<file path="src/rtl/ann_output_classifier.sv">
// Output-layer classifier: snapshots ANN node values on start, scans for the
// argmax, applies a confidence threshold and drives the class/7-seg outputs.
//
// state | meaning
// IDLE  | waiting for start (accepted only when valid is low)
// SCAN  | comparing one snapshot element per cycle
// DONE  | register digit/reject/seven_seg and raise valid
module ann_output_classifier #(
  parameter int                         NUM_OUTPUTS = 16,
  parameter int                         DATA_W      = 16,
  parameter logic signed [DATA_W-1:0]   THRESHOLD   = '0
) (
  input  logic                     clk,
  input  logic                     n_rst,
  input  logic                     start,
  input  logic signed [DATA_W-1:0] node_vals [NUM_OUTPUTS],
  output logic                     busy,
  output logic                     valid,
  output logic [3:0]               digit,
  output logic                     reject,
  output logic [7:0]               seven_seg
);

  typedef enum logic [1:0] {IDLE, SCAN, DONE} state_t;

  localparam logic [3:0] LAST_IDX = 4'(NUM_OUTPUTS - 1);

  state_t                   state, state_nxt;
  logic signed [DATA_W-1:0] snap [NUM_OUTPUTS];
  logic [3:0]               idx;
  logic [3:0]               best_idx;
  logic signed [DATA_W-1:0] best_val;
  logic                     accept;
  logic                     is_rej;

  function automatic logic [7:0] hex_seg(input logic [3:0] h);
    case (h)
      4'h0: hex_seg = 8'h3F;
      4'h1: hex_seg = 8'h06;
      4'h2: hex_seg = 8'h5B;
      4'h3: hex_seg = 8'h4F;
      4'h4: hex_seg = 8'h66;
      4'h5: hex_seg = 8'h6D;
      4'h6: hex_seg = 8'h7D;
      4'h7: hex_seg = 8'h07;
      4'h8: hex_seg = 8'h7F;
      4'h9: hex_seg = 8'h6F;
      4'hA: hex_seg = 8'h77;
      4'hB: hex_seg = 8'h7C;
      4'hC: hex_seg = 8'h39;
      4'hD: hex_seg = 8'h5E;
      4'hE: hex_seg = 8'h79;
      default: hex_seg = 8'h71;
    endcase
  endfunction

  // The valid cycle is spent in IDLE, so it must still block a new start.
  assign accept = (state == IDLE) && start && !valid;
  assign is_rej = (best_val < THRESHOLD);
  assign busy   = (state != IDLE) || valid;

  always_ff @(posedge clk) begin
    if (n_rst) state <= IDLE;
    else       state <= state_nxt;
  end

  always_comb begin
    state_nxt = state;
    case (state)
      IDLE:    if (accept) state_nxt = SCAN;
      SCAN:    if (idx == LAST_IDX) state_nxt = DONE;
      DONE:    state_nxt = IDLE;
      default: state_nxt = IDLE;
    endcase
  end

  always_ff @(posedge clk) begin
    if (n_rst) begin
      snap      <= '{default: '0};
      idx       <= '0;
      best_idx  <= '0;
      best_val  <= '0;
      valid     <= 1'b0;
      digit     <= '0;
      reject    <= 1'b0;
      seven_seg <= 8'h00;
    end else begin
      valid <= 1'b0;
      case (state)
        IDLE: begin
          if (accept) begin
            snap <= node_vals;
            idx  <= '0;
          end
        end
        SCAN: begin
          if (idx == 4'd0) begin
            best_val <= snap[idx];
            best_idx <= '0;
          end else if (snap[idx] > best_val) begin
            best_val <= snap[idx];
            best_idx <= idx;
          end
          // Explicit terminal test; idx never relies on 4-bit wrap.
          if (idx != LAST_IDX) idx <= idx + 4'd1;
        end
        DONE: begin
          digit     <= best_idx;
          reject    <= is_rej;
          seven_seg <= is_rej ? 8'h40 : hex_seg(best_idx);
          valid     <= 1'b1;
        end
        default: ;
      endcase
    end
  end

endmodule

</file>
<file path="config.mk">
export PLATFORM = sky130hd
export DESIGN_NAME = ann_output_classifier
export DESIGN_NICKNAME = d
export VERILOG_FILES = /design/src/rtl/ann_output_classifier.sv
export SDC_FILE = /design/constraint.sdc
export NUM_CORES = 1
export LEC_CHECK = 0
export CELL_PAD_IN_SITES_DETAIL_PLACEMENT = 1
export CELL_PAD_IN_SITES_GLOBAL_PLACEMENT = 1
export CORE_MARGIN = 5
export CORE_UTILIZATION = 35
export CTS_CLUSTER_DIAMETER = 80
export DETAILED_ROUTE_END_ITERATION = 8
export PLACE_DENSITY = 0.77
export SYNTH_ARGS = -nofsm -noshare
export SYNTH_HDL_FRONTEND = slang
export SYNTH_SLANG_ARGS = --single-unit
</file>
<file path="constraint.sdc">
create_clock -name clk -period 6.19 [get_ports clk]
set_input_delay 1.238 -clock clk [delete_from_list [all_inputs] [get_ports clk]]
set_output_delay 1.238 -clock clk [all_outputs]
set_load 0.005 [all_outputs]
</file>
Word-level counts from Yosys, hierarchy flattened
Memory sizes are Yosys's and may differ from the RTL's. A register that Yosys moved wholly into a read port is not among the register bits.
Index checks and enable logic that the tools add are counted.
{"block": "classes", "magnitude_cmp": 3, "mux": 17, "bitwise_logic": 1, "n_addsub": 1, "eq_ne": 7, "n_reduce_logical": 13}
{"cell": "binary-select mux 16 bit (select 4 bit)", "count": 1}
{"cell": "two-way mux 16 bit", "count": 4}
{"cell": "two-way mux 4 bit", "count": 6}
{"cell": "greater-than comparator 16 bit", "count": 1}
{"cell": "< comparator 16 x 1 -> 1 bit, second input constant", "count": 1}
{"cell": "two-way mux 8 bit", "count": 1}
{"cell": "one-hot mux 4 bit (2 select lines)", "count": 1}
{"cell": "!= test 2 bit, second input constant", "count": 3}
{"cell": "AND reduction 2 bit", "count": 3}
{"cell": "nonzero test 2 bit", "count": 3}
{"cell": ">= comparator 5 bit, second input constant", "count": 1}
{"cell": "inverter 4 -> 5 bit", "count": 1}
{"cell": "adder 4 x 1 -> 4 bit, second input constant", "count": 1}
{"cell": "== test 4 bit, second input constant", "count": 1}
{"cell": "zero test 4 bit", "count": 1}
{"cell": "two-way mux 2 bit", "count": 2}
{"cell": "!= test 4 bit, second input constant", "count": 1}
{"cell": "one-hot mux 2 bit (2 select lines)", "count": 1}
{"cell": "AND reduction 3 bit", "count": 1}
{"cell": "== test 2 x 1 -> 1 bit, second input constant", "count": 1}
{"cell": "== test 2 bit, second input constant", "count": 1}
{"cell": "logical AND 1 bit", "count": 2}
{"cell": "zero test 2 bit", "count": 1}
{"cell": "zero test 1 bit", "count": 1}
{"cell": "other kinds (2)", "count": 2}
{"block": "totals", "out_inout_bits": 15, "register_bits": 296, "mem_bits_ro": 112, "in_bits": 259, "mem_count": 1}
{"name": "(name not given)", "depth": 16, "word_bits": 7, "rd": 1, "rd_clocked_by_memory_dff": 1, "write_ports": 0, "line": "37", "source": "case (h)"}

Depth between registers and ports, before layout
{"block": "depth", "ltp_word": 9, "mapped_depth": 19, "ltp_nobuf": 16}

Worst setup path before layout
No wires, ideal clock.
{"block": "synth_path", "path_kind": "register to register", "from": "register idx[0]", "to": "register (tool-made name)", "arrival_ns": 4.068, "slack_ns": 1.998, "required_ns": 6.067, "synth_period_minus_slack_ns": 4.192, "setup_time_ns": 0.123, "stages_incl_launch_ff": 18, "cell_sequence": "dfxtp_1 > clkbuf_1 > buf_2 > mux4_2 > mux4_2 > ha_1 > inv_1 > or3_1 > a211oi_2 > nand3_2 > a21boi_1 > buf_4 > nand2_1 > a21oi_2 > inv_1 > ha_1 > mux2i_1 > o22ai_1"}
{"element": "start: declaration", "line": "30", "source": "logic [3:0] idx;"}
{"element": "start signal: assignment", "line": "105", "source": "if (idx != LAST_IDX) idx <= idx + 4'd1;"}

==> metrics <==
cell area after synthesis=between 10000 and 15000 µm²; Post-synth top cells=nand2_1 (534), dfxtp_1 (302), a21oi_1 (278), clkbuf_1 (95), mux4_2 (80); routability cong.=0.870; CORE AREA=36700 µm²; GR Overflow Total=0; post-cts sizing count=0; I/O pin count=approximately 270; clock root buffer master=clkbuf_16; Worst Path Max Fanout=37; Die Y=203 µm; drt first-iter violations=approximately 830; Slew @ Worst Pin=~1.2 ns; share of cells above drive strength 1=9.56%; sequential share of power=44.2%; # clock sinks=302; register bit total from synthesis=just over 300; ys flop type=dfxtp_1; Net Switching=1.24 mW; top cells by area, synth=dfxtp_1 (46%), nand2_1 (15%), mux4_2 (14%); via count=11500; Syn Inst Count=1491; Max IR drop VDD=0.148 mV; # nets final=1978; pwr dens=~280 nW/µm²; Comb power frac=13.9%; Ys Warns=0; initial antenna violation count=1; CTS tree=done; Rows=70; WL per Instance=between 20 and 25 µm; Hold Crit Class=register to register; vias in the first global route=approximately 12000; Setup Skew=~0.021 ns; Reg clk slew, reported paths=0.06 ns; Setup crit start kind=register; top-area cell type share of the netlist area=46.4%; Pre-Repair DR Iteration Count=5; Final period util=81.3%; fmax=199 MHz; hold violation count in the final report=0; All-Layer GR Usage=roughly 22%; Starting Density=35.5%; relative slew slack=22.3%; leading area contributor after synthesis=dfxtp_1; die area=just over 40000 µm²; Leak=around 6.3 nW; synth unique cells=roughly 50; first-pass GRT wire length=72000 µm; Setup violations, final=0; IO buf count=272; remaining antenna violation count=0; routed wire length=47600 µm; Final HPWL DP=35500 µm; data required time of the worst path=6.57 ns; CP Capture Type=register; pin count of the biggest net entering global routing=about 120; synthesized area per cell=8.75 µm²; fin. max-slew vios=0; Worst Path Class, Setup=register to register; post-CTS setup buffers=0; Max-cap violations=0; Sw Share=25.4%; Die Wd=203 µm; EDFF count, synth=0; n_diodes=0; Clk pwr share=41.9%; vias per cell=5.26; Async SR Flop Fraction=0%; most common cell in the netlist=nand2_1; RSZ-0062 raised after global routing=no; total CTS buffers=34; maximum clock path buffer count=3; Seq/Total Area, Yosys=46.4%; WP data arrival=5.42 ns; H-Tree Depth=2; Residual DRC=0; status=finished, final reports clean; post-layout util=a little under half; clk_lat worst skew=around 0.52 ns; Area growth syn-to-layout=31.4%; Tmin final=5.03 ns; Cell Int Power=around 3.6 mW; Post-Syn Nets=1775; post-route setup TNS=0 ns; hold_buf cts=0
-- layer usage --
metal / up-vias / wire length (µm) / track usage, %
met1: 5669 / 20000 / 28.1
li1: 5422 / - / -
met2: 313 / 23800 / 39.1
met3: 77 / 2260 / 3.56
met5: - / 20 / 0
met4: 2 / 1480 / 7.37
-- kinds of logic after synthesis --
logic type	share of synthesized area [%]
adder cells (fa/ha/maj)	2.40
buffers and inverters	4.80
AND/OR/NAND/NOR	18.5
AO/OA/AOI/OAI	12.0
other	0.0288
XOR/XNOR	0.269
multiplexers	15.6
flip-flops	46.4
-- final timing paths --
kind                            startpoint         to  slack, ns  cells past startpoint
worst min-delay path             snap[120]  snap[120]       0.45                      2
worst max register to register      idx[0]   register       1.16                     13
worst min register to register   snap[120]  snap[120]       0.45                      2
worst max-delay path                idx[0]   register       1.16                     13
-- power groups by stage --
stage / sequential [mW] / combinational, mW / clock, mW
after global placement: 2.19 / 0.657 / 0
final: 2.15 / 0.676 / 2.04
after floorplan: 2.13 / 0.395 / 0
after CTS: 2.15 / 0.680 / 2.07
after detailed placement: 2.19 / 0.674 / 0
after global routing: 2.16 / 0.732 / 2.15
-- registers in the layout, summed over array words and instances, names as in the netlist, named ones only --
signal / flops
best_val: 16
reject: 1
idx: 4
valid: 1
digit: 4
snap: 256
seven_seg: 7
best_idx: 4
state: 2
-- cells in the final DEF (no fill, tap or decap), drive strengths merged, types with 2 or more instances in the layout --
cell type / count
a21oi: 279
nand2: 535
nor3: 9
or2b: 2
bufinv: 2
o22a: 2
nand4: 4
nor2b: 2
ha: 25
mux2i: 22
a211oi: 2
o21ai: 4
or3: 2
mux4: 80
clkdlybuf4s50: 271
inv: 32
and3: 7
buf: 13
xnor2: 2
clkbuf: 53
and2: 4
nor2: 36
o22ai: 2
a221oi: 2
xor2: 2
nand3: 5
dfxtp: 302
-- through the flow --
step	hold WS [ns]	instance area [µm²]	setup slack [ns]	total power, mW	instances
after floorplan	0.427	13000	2.00	2.52	1491
after global placement	0.439	16000	1.41	2.85	2126
after detailed placement	0.447	16000	1.17	2.86	2126
after CTS	0.455	17100	1.13	4.90	2184
after global routing	0.480	17100	0.850	5.05	2184
final	0.454	17100	1.16	4.87	2184
-- final cells by class --
cell class / instances / area [µm²]
Fill cell: 4226 / 19600
Clock buffer: 53 / 1040
Tap cell: 468 / 586
Multi-Input combinational cell: 1041 / 6380
Timing Repair Buffer: 284 / 2870
Sequential cell: 302 / 6050
Inverter: 31 / 116
Clock inverter: 5 / 81.3
-- critical path, stage by stage (launching register included) --
cell,delay [ns]
dfxtp_4,0.81
buf_12,0.35
mux4_2,0.59
mux4_2,0.51
ha_1,0.30
nand2_1,0.17
nor4_4,0.08
a221oi_2,0.50
a21boi_2,0.16
o21ai_0,0.55
inv_1,0.23
ha_1,0.35
mux2i_1,0.17
o22ai_1,0.11
No activity file was read; power rests on OpenSTA's default activity.
